===== src/rtl/torus_inject_sched.sv =====
// Per-node injection scheduler: per-requester FIFOs feeding one torus_switch injection port, round-robin granted.
// An offer appears 2 cycles after a push and is held until sw_i_ack; req_rdy[k] drops while FIFO k is full.

module torus_inject_fifo #(
   parameter int W     = 8,
   parameter int DEPTH = 4
) (
   input  logic                       clk,
   input  logic                       rst,
   input  logic                       push,
   input  logic [W-1:0]               push_dat,
   input  logic                       pop,
   output logic [W-1:0]               head_dat,
   output logic [W-1:0]               next_dat,
   output logic [$clog2(DEPTH):0]     count
);
   localparam int AW = $clog2(DEPTH);
   localparam int CW = AW + 1;

   logic [W-1:0]  mem [DEPTH];
   logic [AW-1:0] wr_ptr;
   logic [AW-1:0] rd_ptr;

   always_ff @(posedge clk) begin
      if (push) begin
         mem[wr_ptr] <= push_dat;
      end
   end

   always_ff @(posedge clk) begin
      if (rst) begin
         wr_ptr <= '0;
         rd_ptr <= '0;
         count  <= '0;
      end else begin
         if (push) begin
            wr_ptr <= wr_ptr + AW'(1);
         end
         if (pop) begin
            rd_ptr <= rd_ptr + AW'(1);
         end
         count <= count + CW'(push) - CW'(pop);
      end
   end

   // next_dat lets the scheduler re-offer from the same FIFO in the cycle its head is popped
   assign head_dat = mem[rd_ptr];
   assign next_dat = mem[rd_ptr + AW'(1)];
endmodule

module torus_inject_sched #(
   parameter int X_W     = 2,
   parameter int Y_W     = 2,
   parameter int D_W     = 32,
   parameter int NREQ    = 4,
   parameter int DEPTH   = 4,
   parameter int MAXWAIT = 15,
   parameter int CNT_W   = 16
) (
   input  logic                       clk,
   input  logic                       rst,
   input  logic [NREQ-1:0]            req_v,
   input  logic [NREQ*X_W-1:0]        req_x,
   input  logic [NREQ*Y_W-1:0]        req_y,
   input  logic [NREQ*D_W-1:0]        req_data,
   output logic [NREQ-1:0]            req_rdy,
   output logic                       sw_i_v,
   output logic [X_W-1:0]             sw_i_x,
   output logic [Y_W-1:0]             sw_i_y,
   output logic [D_W-1:0]             sw_i_data,
   input  logic                       sw_i_ack,
   input  logic                       sw_o_v,
   input  logic                       sw_done,
   output logic [$clog2(NREQ)-1:0]    grant_id,
   output logic [CNT_W-1:0]           inj_cnt,
   output logic [CNT_W-1:0]           ej_cnt,
   output logic                       stall,
   output logic                       idle
);
   localparam int GW = $clog2(NREQ);
   localparam int CW = $clog2(DEPTH) + 1;
   localparam int WW = $clog2(MAXWAIT + 1);

   typedef struct packed {
      logic [X_W-1:0] x;
      logic [Y_W-1:0] y;
      logic [D_W-1:0] data;
   } hdr_t;

   localparam int EW = $bits(hdr_t);

   typedef enum logic {IDLE, OFFER} state_t;

   state_t            state, state_n;
   hdr_t              off_q, off_n;
   logic [GW-1:0]     grant_q, grant_n;
   logic [GW-1:0]     rr_q, rr_n;
   logic [WW-1:0]     wait_q, wait_n;
   logic [CNT_W-1:0]  inj_q, ej_q;
   logic              stall_q, idle_q;

   logic [EW-1:0]     head   [NREQ];
   logic [EW-1:0]     second [NREQ];
   logic [CW-1:0]     cnt    [NREQ];
   logic [CW-1:0]     cnt_nxt[NREQ];
   logic [NREQ-1:0]   push, pop, elig, busy_nxt;
   logic              ack_ok;
   logic              found;
   logic [GW-1:0]     sel, idx;

   // an ack only counts while an offer is actually on the port
   assign ack_ok = (state == OFFER) && sw_i_ack;

   for (genvar k = 0; k < NREQ; k++) begin : g_req
      hdr_t in_dat;
      assign in_dat      = {req_x[k*X_W +: X_W], req_y[k*Y_W +: Y_W], req_data[k*D_W +: D_W]};
      assign req_rdy[k]  = cnt[k] < CW'(DEPTH);
      assign push[k]     = req_v[k] & req_rdy[k];
      assign pop[k]      = ack_ok && (grant_q == GW'(k));
      assign elig[k]     = cnt[k] > (pop[k] ? CW'(1) : CW'(0));
      assign cnt_nxt[k]  = cnt[k] + CW'(push[k]) - CW'(pop[k]);
      assign busy_nxt[k] = (cnt_nxt[k] != CW'(0));

      torus_inject_fifo #(.W(EW), .DEPTH(DEPTH)) u_fifo (
         .clk      (clk),
         .rst      (rst),
         .push     (push[k]),
         .push_dat (in_dat),
         .pop      (pop[k]),
         .head_dat (head[k]),
         .next_dat (second[k]),
         .count    (cnt[k])
      );
   end

   always_comb begin
      state_n = state;
      off_n   = off_q;
      grant_n = grant_q;
      rr_n    = rr_q;
      wait_n  = wait_q;
      found   = 1'b0;
      sel     = '0;
      idx     = '0;

      if (ack_ok) begin
         rr_n = (grant_q == GW'(NREQ - 1)) ? '0 : grant_q + GW'(1);
      end

      for (int i = 0; i < NREQ; i++) begin
         idx = GW'((int'(rr_n) + i) % NREQ);
         if (!found && elig[idx]) begin
            found = 1'b1;
            sel   = idx;
         end
      end

      case (state)
         IDLE: begin
            wait_n = '0;
            if (found) begin
               state_n = OFFER;
               grant_n = sel;
               off_n   = hdr_t'(head[sel]);
            end
         end
         OFFER: begin
            if (sw_i_ack) begin
               wait_n = '0;
               if (found) begin
                  grant_n = sel;
                  off_n   = pop[sel] ? hdr_t'(second[sel]) : hdr_t'(head[sel]);
               end else begin
                  state_n = IDLE;
               end
            end else if (wait_q != WW'(MAXWAIT)) begin
               wait_n = wait_q + WW'(1);
            end
         end
         default: state_n = IDLE;
      endcase
   end

   always_ff @(posedge clk) begin
      if (rst) begin
         state   <= IDLE;
         off_q   <= '0;
         grant_q <= '0;
         rr_q    <= '0;
         wait_q  <= '0;
         inj_q   <= '0;
         ej_q    <= '0;
         stall_q <= 1'b0;
         idle_q  <= sw_done;
      end else begin
         state   <= state_n;
         off_q   <= off_n;
         grant_q <= grant_n;
         rr_q    <= rr_n;
         wait_q  <= wait_n;
         if (ack_ok) begin
            inj_q <= inj_q + CNT_W'(1);
         end
         if (sw_o_v) begin
            ej_q <= ej_q + CNT_W'(1);
         end
         // status flags track the state being entered so they line up with the registered offer
         stall_q <= (state_n == OFFER) && (wait_n == WW'(MAXWAIT));
         idle_q  <= sw_done && (state_n == IDLE) && (busy_nxt == '0);
      end
   end

   assign sw_i_v    = (state == OFFER);
   assign sw_i_x    = off_q.x;
   assign sw_i_y    = off_q.y;
   assign sw_i_data = off_q.data;
   assign grant_id  = grant_q;
   assign inj_cnt   = inj_q;
   assign ej_cnt    = ej_q;
   assign stall     = stall_q;
   assign idle      = idle_q;
endmodule


===== config.mk =====
export PLATFORM = sky130hd
export DESIGN_NAME = torus_inject_sched
export DESIGN_NICKNAME = d
export VERILOG_FILES = /design/src/rtl/torus_inject_sched.sv
export SDC_FILE = /design/constraint.sdc
export NUM_CORES = 1
export LEC_CHECK = 0
export ABC_AREA = 1
export CORE_AREA = 8 8 294 409
export CTS_BUF_LIST = sky130_fd_sc_hd__clkbuf_2 sky130_fd_sc_hd__clkbuf_4 sky130_fd_sc_hd__clkbuf_8
export DETAILED_ROUTE_END_ITERATION = 16
export DIE_AREA = 0 0 302 417
export PLACE_DENSITY = 0.49
export SLEW_MARGIN = 10
export SYNTH_ARGS = -nofsm -noshare
export SYNTH_HDL_FRONTEND = slang
export SYNTH_SLANG_ARGS = --single-unit
export TNS_END_PERCENT = 30

===== constraint.sdc =====
create_clock -name clk -period 3.3 [get_ports clk]
set_clock_uncertainty 0.15 [all_clocks]
set_input_delay 0.33 -clock clk [delete_from_list [all_inputs] [get_ports clk]]
set_output_delay 0.33 -clock clk [all_outputs]
set_load 0.02 [all_outputs]

==> impl_metrics.tcl <==
set metrics [dict create \
    hp-class "in2reg" \
    synthTopCellsByArea "edfxtp_1, nand2_1, dfxtp_1, a21oi_1, nand3_1" \
    synth-main-ff-cell "edfxtp_1" \
    die_area_mm2 0.1259 \
    grt_pass1_vias 28035 \
    start_kind "flop" \
    path_class "reg2reg" \
    core_area_mm2 0.1142 \
    place_congestion 1.040 \
    synth.distinct_cells 37 \
    p_seq_share_pct 26.1 \
    postRouteWirelength_um 135200 \
    portBuffers 229 \
    required_ns 3.88 \
    maxCapViolCount 0 \
    wl_per_cell_um 23.77 \
    antenna_found_initial 11 \
    fp.dieW_um 302 \
    synth_edf_count 576 \
    ant_nets 0 \
    setup_violations 0 \
    overflow 0 \
    row_count 147 \
    area_growth_syn_to_layout_pct 27.15 \
    max_freq_mhz 316.4 \
    insertion_delay_ns 0.85 \
    dr.pass1.iters 6 \
    ioPinCount 230 \
    htreeDepth 3 \
    rsz0062_at_grt "yes" \
    swShare_pct 46.04 \
    synth_top_area_share_pct 51.04 \
    die_h_um 417 \
    clkPwrFrac_pct 19.4 \
    drtIter0Drc 2978 \
    drc 0 \
    power_frac_comb_pct 54.6 \
    syn_area_mm2 0.03388 \
    setup_tns_ns 0 \
    synth_warnings 0 \
    critical_path_arrival_ns 3.74 \
    worst_pin_slew_ns 1.037 \
    drive_gt1_share_pct 12.48 \
    syn_avg_cell_area_um2 9.243 \
    layout.cells.non_filler 5687 \
    cp-end-kind "flop" \
    cts_root_buf "clkbuf_8" \
    start_util_pct 29.67 \
    cts_tree "yes" \
    syn_nets 3854 \
    hold_viol_final 0 \
    post_drt_via_cell_ratio 5.165 \
    mostFrequentLayoutCells "nand2_1, edfxtp_1, a21oi_1" \
    slew_violations 0 \
    fin_nets 4285 \
    synth_seq_cells 691 \
    dp_cells 5353 \
    p_sw_mw 20.02 \
    grt_pass1_wl_um 191300 \
    synth_area_leader_cell "edfxtp_1" \
    synthArstFlopShare_pct 0 \
    grtUsageTotal_pct 20.65 \
    syn_inst 3666 \
    path_max_fanout 16 \
    cts_buffers 115 \
    cts.sinks 691 \
    setup_slack_ns 0.1391 \
    dpl_worst_slack_ns -0.3108 \
    dp_hpwl_um 94550 \
    final_common_cell "nand2_1" \
    min_period_over_period_pct 95.78 \
    post-route-util_pct 37.72 \
    seq_area_frac_synth_pct 57.84 \
    outcome "finished, final reports clean" \
    max_slew_margin_pct 30.88 \
    period_needed_ns 3.161 \
    vdd_ir_drop_max_uv 871.6 \
    leakage_nw 16.32 \
    dr_total_vias 29376 \
    power_density_mw_per_mm2 1009 \
    clockBufferDepth 3 \
    clk_pin_slew_ns 0.07 \
    grt_max_degree 109 \
    p_int_mw 23.46 \
]
==> power by group through the flow <==
| stage | registers, mW | clock network, mW | logic (mW) |
|---|---|---|---|
| floorplan | 11.4 | 0 | 12.1 |
| global placement | 11.5 | 0 | 22.3 |
| detailed placement | 11.5 | 0 | 22.1 |
| CTS | 11.3 | 8.61 | 22.5 |
| global route | 11.4 | 8.95 | 25.1 |
| finish | 11.3 | 8.42 | 23.7 |
==> flip-flops by register name, summed over array words and instances (netlist names), 2 cells and up, named ones only <==
name	flops
g_req.u_fifo.count	12
inj_cnt	16
g_req.u_fifo.mem	576
grant_id	2
sw_i_y	2
wait_q	4
sw_i_x	2
sw_i_data	32
ej_cnt	16
rr_q	2
g_req.u_fifo.rd_ptr	8
g_req.u_fifo.wr_ptr	8
==> critical path, cell delays in order (launching register included) <==
cell and delay, ns:
dfxtp_4 0.36, ha_1 0.21, inv_1 0.07, nand2_2 0.09, nand2_2 0.10, nand2_4 0.08, buf_4 0.16, nand3_2 0.09
nand2_2 0.08, nor2_4 0.13, nand2_2 0.11, nand2_1 0.11, nand3_2 0.12, nand2_4 0.17, buf_8 0.16, nand2_1 0.06
nand3_1 0.12, nand2_4 0.15, buf_4 0.18, buf_4 0.12, nand2_1 0.05, nand3_1 0.08, nand2_1 0.07, inv_1 0.04
==> metrics by stage <==
stage	area [um^2]	hold WS [ns]	power, mW
floorplan	33890	0.2789	23.52
global placement	39200	0.3016	33.72
detailed placement	39200	0.3107	33.61
CTS	42810	0.003364	42.40
global route	43080	0.03168	45.45
finish	43090	0.06416	43.48
==> Yosys cell counts (8+ instances only) <==
master / number
a211oi_1: 143
a21oi_1: 336
a221oi_1: 144
buf_1: 27
buf_2: 42
buf_4: 20
clkbuf_1: 154
dfxtp_1: 115
edfxtp_1: 576
ha_1: 31
inv_1: 284
inv_2: 8
nand2_1: 922
nand2_2: 9
nand3_1: 292
nand3_2: 14
nand4_1: 8
nor2_1: 299
nor3_1: 16
o21ai_0: 177
==> metal layers <==
layer | wire, um | vias up | track usage, % | part of all wire, %
li1 | - | 13680 | - | -
met1 | 52570 | 14133 | 25.09 | 39
met2 | 66670 | 1284 | 35.64 | 49
met3 | 9306 | 277 | 3.094 | 6.9
met4 | 6640 | 2 | 9.896 | 4.9
met5 | 9 | - | 0 | 0.0067
==> cell families after synthesis <==
logic type / after synthesis / share of synthesized area (%)
AOI/OAI and AO/OA: 811 / 14.74
xor gates and xnor gates: 9 / 0.2326
adders and majority gates: 35 / 1.381
buffers and inverters: 545 / 6.617
DFF: 691 / 57.84
and+or+nand+nor: 1575 / 19.19
==> layout make-up <==
cell class / count / area (um^2)
multi-input cells: 2430 / 12330
clock inverters: 39 / 450.4
repair buffers: 565 / 5630
diodes: 7 / 17.52
flip-flops and latches: 691 / 19630
inverters: 294 / 1104
clock buffers: 171 / 2066
well taps: 1490 / 1864
fillers: 11380 / 71130
==> final timing paths <==
| kind | endpoint | start | slack, ns | cells after the start |
|---|---|---|---|---|
| worst max-delay path | sw_i_data[15] | grant_id[0] | 0.14 | 23 |
| worst max register to register | sw_i_data[15] | grant_id[0] | 0.14 | 23 |
| worst min-delay path | g_req[3].u_fifo.mem[1][3] | req_data[99] | 0.06 | 1 |
| worst min register to register | inj_cnt[15] | inj_cnt[15] | 0.32 | 2 |
==> what timing repair did <==
action | 4_1_cts | 5_1_grt
hold buffers | 106 | 0
endpoints found under the hold margin | 419 | 0
pin swaps | 1 | 6
cloned | 0 | 1
gates resized for setup | 2 | 40
setup buffers | 2 | 8
setup endpoints to repair | 6 | 37
Note: power is estimated with default switching activity, not from simulation.
